===== src/rtl/systolic_drain.sv =====
// Output collector for an NxN systolic array: re-aligns the diagonal bottom-row
// wavefront into whole rows, saturates them and queues them for a valid/ready consumer.
module systolic_drain #(
  parameter int N     = 4,
  parameter int SUM_W = 24,
  parameter int OUT_W = 24,
  parameter int DEPTH = 4,
  parameter int ROWS  = 4
) (
  input  logic                     clk,
  input  logic                     rst,
  input  logic [N*SUM_W-1:0]       col_sum,
  input  logic                     wave_vld,
  output logic [N*OUT_W-1:0]       out_row,
  output logic                     out_valid,
  input  logic                     out_ready,
  output logic                     out_last,
  output logic                     ovf,
  input  logic                     ovf_clr,
  output logic [$clog2(DEPTH):0]   fill
);

  localparam int PTR_W = $clog2(DEPTH);
  localparam int IDX_W = (ROWS > 1) ? $clog2(ROWS) : 1;
  localparam logic [IDX_W-1:0] LAST_IDX = IDX_W'(ROWS - 1);
  localparam logic [PTR_W:0]   FULL_CNT = (PTR_W + 1)'(DEPTH);

  function automatic logic [OUT_W-1:0] sat_elem(input logic [SUM_W-1:0] v);
    if ((v >> OUT_W) != '0) begin
      sat_elem = '1;
    end else begin
      sat_elem = v[OUT_W-1:0];
    end
  endfunction

  logic [N-2:0]         vld_q;
  logic [N*SUM_W-1:0]   aligned_s;
  logic [N*OUT_W-1:0]   sat_row_s;
  logic                 row_vld_s;

  // Valid pipe tracks the head of each wavefront until its last column arrives.
  always_ff @(posedge clk or negedge rst) begin
    if (!rst) begin
      vld_q <= '0;
    end else begin
      vld_q[0] <= wave_vld;
      for (int k = 1; k < N - 1; k++) begin
        vld_q[k] <= vld_q[k-1];
      end
    end
  end

  assign row_vld_s = vld_q[N-2];

  for (genvar j = 0; j < N; j++) begin : g_col
    localparam int D = N - 1 - j;
    if (D == 0) begin : g_pass
      assign aligned_s[j*SUM_W +: SUM_W] = col_sum[j*SUM_W +: SUM_W];
    end else begin : g_dly
      logic [SUM_W-1:0] dly_q [D];
      // Free-running skew line; validity comes only from the valid pipe.
      always_ff @(posedge clk) begin
        dly_q[0] <= col_sum[j*SUM_W +: SUM_W];
        for (int k = 1; k < D; k++) begin
          dly_q[k] <= dly_q[k-1];
        end
      end
      assign aligned_s[j*SUM_W +: SUM_W] = dly_q[D-1];
    end
  end

  // Saturate each aligned element before it enters the buffer.
  always_comb begin
    sat_row_s = '0;
    for (int j = 0; j < N; j++) begin
      sat_row_s[j*OUT_W +: OUT_W] = sat_elem(aligned_s[j*SUM_W +: SUM_W]);
    end
  end

  logic [N*OUT_W-1:0] mem_q     [DEPTH];
  logic [IDX_W-1:0]   idx_mem_q [DEPTH];
  logic [PTR_W-1:0]   wr_ptr_q, wr_ptr_d, rd_ptr_q, rd_ptr_d;
  logic [PTR_W:0]     fill_q, fill_d;
  logic [IDX_W-1:0]   row_idx_q, row_idx_d;
  logic               ovf_q, ovf_d;
  logic               pop_s, push_s, drop_s, full_s;

  // A full buffer still accepts a row when the consumer frees a slot in the same cycle.
  always_comb begin
    pop_s     = (fill_q != '0) && out_ready;
    full_s    = (fill_q == FULL_CNT);
    push_s    = row_vld_s && (!full_s || pop_s);
    drop_s    = row_vld_s && full_s && !pop_s;
    wr_ptr_d  = wr_ptr_q;
    rd_ptr_d  = rd_ptr_q;
    row_idx_d = row_idx_q;
    fill_d    = fill_q;
    ovf_d     = ovf_q;
    if (push_s) begin
      wr_ptr_d  = wr_ptr_q + PTR_W'(1);
      row_idx_d = (row_idx_q == LAST_IDX) ? '0 : row_idx_q + IDX_W'(1);
    end else begin
      wr_ptr_d  = wr_ptr_q;
    end
    if (pop_s) begin
      rd_ptr_d = rd_ptr_q + PTR_W'(1);
    end else begin
      rd_ptr_d = rd_ptr_q;
    end
    case ({push_s, pop_s})
      2'b10:   fill_d = fill_q + (PTR_W + 1)'(1);
      2'b01:   fill_d = fill_q - (PTR_W + 1)'(1);
      default: fill_d = fill_q;
    endcase
    if (drop_s) begin
      ovf_d = 1'b1;
    end else if (ovf_clr) begin
      ovf_d = 1'b0;
    end else begin
      ovf_d = ovf_q;
    end
  end

  // Control state of the row buffer.
  always_ff @(posedge clk or negedge rst) begin
    if (!rst) begin
      wr_ptr_q  <= '0;
      rd_ptr_q  <= '0;
      fill_q    <= '0;
      row_idx_q <= '0;
      ovf_q     <= 1'b0;
    end else begin
      wr_ptr_q  <= wr_ptr_d;
      rd_ptr_q  <= rd_ptr_d;
      fill_q    <= fill_d;
      row_idx_q <= row_idx_d;
      ovf_q     <= ovf_d;
    end
  end

  // Row storage carries the batch index of each row alongside its data.
  always_ff @(posedge clk) begin
    if (push_s) begin
      mem_q[wr_ptr_q]     <= sat_row_s;
      idx_mem_q[wr_ptr_q] <= row_idx_q;
    end
  end

  assign out_valid = (fill_q != '0);
  assign out_row   = mem_q[rd_ptr_q];
  assign out_last  = out_valid && (idx_mem_q[rd_ptr_q] == LAST_IDX);
  assign ovf       = ovf_q;
  assign fill      = fill_q;

endmodule


===== config.mk =====
export PLATFORM = sky130hd
export DESIGN_NAME = systolic_drain
export DESIGN_NICKNAME = d
export VERILOG_FILES = /design/src/rtl/systolic_drain.sv
export SDC_FILE = /design/constraint.sdc
export NUM_CORES = 1
export LEC_CHECK = 0
export CAP_MARGIN = 20
export CORE_MARGIN = 2
export CORE_UTILIZATION = 55
export CTS_CLUSTER_DIAMETER = 200
export DETAILED_ROUTE_END_ITERATION = 16
export PLACE_DENSITY = 0.79
export SLEW_MARGIN = 40
export SYNTH_ARGS = -nofsm -noshare
export SYNTH_HDL_FRONTEND = slang
export SYNTH_SLANG_ARGS = --single-unit

===== constraint.sdc =====
create_clock -name clk -period 4.55 [get_ports clk]
set_input_delay 0.91 -clock clk [delete_from_list [all_inputs] [get_ports clk]]
set_output_delay 0.91 -clock clk [all_outputs]
set_load 0.005 [all_outputs]

==> qor.yml <==
outcome: "finished, final reports clean"
synth_edf_count: 392
io-pin-count: 203
hpwlAfterDp_mm: 16.5
max_slew_margin_pct: 54.3
cts_resized: 0
fin_skew_ns: 0.0197
clockRootBuffer: "clkbuf_16"
synth.distinct_cells: 25
synth_ff_type: "edfxtp_1"
crit_path_start_kind: "flop"
drt_iter0_drc: 590
vias: 7531
grt_pass1_vias: 7709
post-cts-setup-buffers: 0
viasPerCell: 5.38
clockBufferDepth: 3
yosys_warnings: 0
grt_use_total_pct: 17.8
antenna_found_initial: 2
hold_path_class: "flop to flop"
layout_commonest_cell: "edfxtp_1"
fmax_ghz: 0.273
hold_viol: 0
numCtsBuffers: 52
die_x_microns: 183
nFillCells: 1848
dieArea_sq_um: 33600
cts_hold_buf: 0
port_buffers: 202
syn_nets: 820
cts.clk_slew.worst_paths_ns: 0.06
fin_nets: 1062
p_leak_nw: 7.55
die_h_microns: 183
crit_path_end_kind: "output pin"
post_synth_instance_area_sq_um: 17700
worstMarginPinSlew_ns: 0.685
dr.pass1.iters: 4
dp_slack_ns: 1.43
htreeDepth: 2
worstPathRequired_ns: 3.64
avgSynthCellArea_sq_um: 24.8
rows: 65
final-setup-viol-count: 0
fin_setup_tns_ns: 0
synth_seq_area_share_pct: 84.8
drive_gt1_share_pct: 20.7
cap_violations: 0
cts_tree: "built"
cts_sinks: 549
synth_cells: 712
slew_violations: 0
p_per_area_nw_per_um2: 667
period_share_pct: 80.4
grt_pass1_wl_mm: 44.9
ant_nets: 0
core_sq_um: 31600
peakVddDrop_mv: 0.436
overflow: 0
layout_common_cells: "edfxtp_1 (392), clkdlybuf4s50_1 (202), dfxtp_1 (144), mux4_2 (96), clkbuf_16 (58)"
area_delta_synth_final_pct: 25.0
worstPathArrival_ns: 2.75
gp_congestion: 0.723
period_needed_ns: 3.66
rsz0062_at_grt: "false"
fin_ws_ns: 0.892
ys_async_sr_fraction_pct: 2.37
worst-setup-path-type: "flop to output pin"
synth.ff_latch_count: 549
worstPathMaxFanout: 55
drcViolationCount: 0
grt_max_degree: 99
wl_mm: 29.4
start_util_pct: 55.9
post_drt_wl_per_cell_microns: 21.0
clk_latency_ns: 0.57
[kinds of logic (layout without fill, tap and decap cells)]
| family | after synthesis | in the layout | synth area share (%) |
|---|---|---|---|
| flip-flops | 549 | 549 | 84.8 |
| multiplexers | 100 | 100 | 12.5 |
| buffers and inverters | 30 | 315 | 1.14 |
| AND/OR/NAND/NOR | 16 | 16 | 0.552 |
| adder cells (fa/ha/maj) | 7 | 7 | 0.538 |
| XOR/XNOR | 6 | 6 | 0.297 |
| AO/OA/AOI/OAI | 4 | 4 | 0.156 |
| other | 0 | 2 | 0 |
[report_power, final]
part | internal, mW | switching (mW) | total (mW)
registers | 6.26 | 0.343 | 6.60
clock network | 2.74 | 1.78 | 4.52
logic | 2.12 | 1.49 | 3.61
total | 11.1 | 3.62 | 14.7
[worst paths after layout]
| check | start | endpoint | slack (ns) | depth (start not counted) |
|---|---|---|---|---|
| max | rd_ptr_q[0]$_DFFE_PN0P_ | out_row[56] | 0.89 | 3 |
| min | g_col[1].g_dly.dly_q[0][10]$_DFF_P_ | g_col[1].g_dly.dly_q[0][34]$_DFF_P_ | 0.32 | 0 |
| max reg2reg | fill[0]$_DFFE_PN0P_ | fill[2]$_DFFE_PN0P_ | 2.34 | 10 |
| min reg2reg | g_col[1].g_dly.dly_q[0][10]$_DFF_P_ | g_col[1].g_dly.dly_q[0][34]$_DFF_P_ | 0.32 | 0 |
| max in group asynchronous | rst | rd_ptr_q[0]$_DFFE_PN0P_ | 3.38 | 1 |
| min in group asynchronous | rst | row_idx_q[1]$_DFFE_PN0P_ | 0.72 | 1 |
[state kept, by name, summed over array words and instances, names as in the netlist]
name / count
idx_mem_q: 8
wr_ptr_q: 2
vld_q: 3
mem_q: 384
ovf: 1
row_idx_q: 2
g_col.g_dly.dly_q: 144
rd_ptr_q: 2
fill: 3
[Yosys cell counts (all sizes together) (2+ instances only)]
cell type    n  area, sq um
xnor2        3         26.3
o21ai        2         10.0
dfrtp       13          325
nor2         2         7.51
and2         5         31.3
clkbuf       6         22.5
buf         17          153
edfxtp     392        11800
ha           6         75.1
mux4        96         2160
nand2        3         11.3
inv          7         26.3
xor2         3         26.3
nand3        3         15.0
dfxtp      144         2880
mux2         3         45.0
[critical path: stages (launching register included)]
cell             delay, ns
dfrtp_4               0.65
buf_12                0.42
mux4_2                0.57
clkdlybuf4s50_1       0.49
[through the flow]
stage	util [%]	cells	power (mW)	hold slack, ns	area [sq um]
after floorplan	-	712	8.53	0.310	17700
after global placement	63.8	1302	10.3	0.310	20200
after global routing	69.8	1401	15.4	0.331	22100
after CTS	69.8	1399	14.9	0.325	22100
final	69.8	1401	14.7	0.324	22100
after detailed placement	63.8	1302	10.4	0.312	20200
[per-layer routing]
layer  global-route usage (%)  wire length [microns]  part of all wire, %
met5                        0                      0                    0
met4                     5.54                    602                  2.0
met3                     3.65                   1940                  6.6
met2                     28.4                  14600                   50
met1                     25.4                  12300                   42
[cell type report]
class,instances,area [sq um],area share [%]
Timing Repair Buffer,211,2180,9.86
Inverter,7,26.3,0.119
Tap cell,402,503,2.28
Antenna cell,2,5.00,0.0227
Clock inverter,29,353,1.60
Clock buffer,68,1530,6.92
Sequential cell,549,15000,67.9
Multi-Input combinational cell,133,2500,11.3
Note: power is estimated with default switching activity, not from simulation.
==> RTL change (config.mk and constraints unchanged) <==
Change the parameter `ROWS` from 4 to 8.
--- a/src/rtl/systolic_drain.sv
+++ b/src/rtl/systolic_drain.sv
@@ -7,3 +7,3 @@
   parameter int DEPTH = 4,
-  parameter int ROWS  = 4
+  parameter int ROWS  = 8
 ) (
Check against the original RTL: same outputs for any inputs over 4 cycles, from zero or initial values and one cycle with rst low; that may be too few to reach the edited logic, so the function may still have changed.
==> RTL change against the unedited design <==
Highest routed layer unchanged; routed wire length is 3.9% higher; power shrank 0.96%; non-clock buffer count grew 9; register-to-register slack got worse by 0.14 ns; final cell count grew 1.0%; utilization up 0.12 points; synthesized area rose by 1.0%; setup slack worse by 0.18 ns; design area is 0.43% higher; synthesized cell count grew 0.98%; sequential cell count rose by 5.
==> RTL change: results (changes against the unedited design) <==
| Metric | Value |
|---|---|
| Outcome | finished clean (unchanged) |
| Synthesized Nets | 828 (was 820) |
| Vias in the first global route | 8025 (was 7709) |
| Worst r2r src | fill[2]$_DFFE_PN0P_ (was fill[0]$_DFFE_PN0P_) |
| Synth unique cells | 26 (was 25) |
| Min-delay src | g_col[0].g_dly.dly_q[0][26]$_DFF_P_ (was g_col[1].g_dly.dly_q[0][10]$_DFF_P_) |
| Worst reg2reg setup slack | 2.20 ns (was 2.34 ns) |
| Internal cell power | 11.0 mW (was 11.1 mW) |
| Post-synthesis mux area share | 12.5% (about the same) |
| Switching share of power | 24.7% (was 24.6%) |
| Combinational share of power | 25.2% (was 24.5%) |
| Routed vias/inst | 5.41 (was 5.38) |
| Arrival @ worst endpoint | 2.93 ns (was 2.75 ns) |
| First-pass GRT wire length | 46.7 mm (was 44.9 mm) |
| Fin Hold WS | 0.322 ns (was 0.324 ns) |
| 1st-iter DRT viols | 522 (was 590) |
| Num CTS Buffers | 51 (was 52) |
| Sequential-to-total area share from yosys stat | 84.7% (was 84.8%) |
| Largest net degree at the start of global routing | 57 (was 99) |
| Post-DP Area | 0.0204 mm² (was 0.0202 mm²) |
| Post-synth ARST share | 2.53% (was 2.37%) |
| Hold-critical path endpoint | g_col[0].g_dly.dly_q[0][50]$_DFF_P_ (was g_col[1].g_dly.dly_q[0][34]$_DFF_P_) |
| Max rail drop VDD | 0.395 mV (was 0.436 mV) |
| WL/cell | 21.6 µm (was 21.0 µm) |
| Leak | 7.59 nW (was 7.55 nW) |
| DP HPWL | 18.4 mm (was 16.5 mm) |
| CP peak stage delay | 0.83 ns (was 0.65 ns) |
| Synth area leaders | edfxtp_1 (67%), dfxtp_1 (16%), mux4_2 (12%) (unchanged) |
| Mean Syn Cell Area | 24.8 µm² (about the same) |
| Max Freq | 261 MHz (was 273 MHz) |
| FF-to-FF End | mem_q[1][55]$_DFFE_PP_ (was fill[2]$_DFFE_PN0P_) |
| Sequential cell area | 0.0151 mm² (was 0.0150 mm²) |
| Crit path to | out_row[28] (was out_row[56]) |
| Initial antenna violation count | 1 (was 2) |
| Post-Synth Adder-Cell Area | 0.603% (was 0.538%) |
| Post-synth EDFFs | 396 (was 392) |
| Place WS | 1.24 ns (was 1.43 ns) |
## RTL change: layout make-up
cell class	count	share of cell area, %
well taps	402	2.27
flip-flops and latches	554	68.2
inverters	7	0.118
clock buffers	78	6.94
diodes	1	0.0113
clock inverters	18	0.829
repair buffers	220	10.2
multi-input cells	135	11.4
## RTL change: per-layer routing
layer  vias up  GRT usage [%]  wire (µm)
met2       256           30.3      15200
met3        52           3.85       2060
li1       3412              -          -
met1      3936           25.9      12700
met5         -              0          0
met4         0           4.99        621
## RTL change: kinds of logic after synthesis
family	after synthesis
adders and majority gates	8
and+or+nand+nor	18
muxes	101
xor gates and xnor gates	6
AOI/OAI and AO/OA	2
DFF	554
buffers and inverters	30
## RTL change: worst reg2reg max path: stages, from the launching register on
cell and delay (ns):
dfrtp_1 0.41, nor4b_2 0.18, nor2b_1 0.46, and2_4 0.60, buf_4 0.38
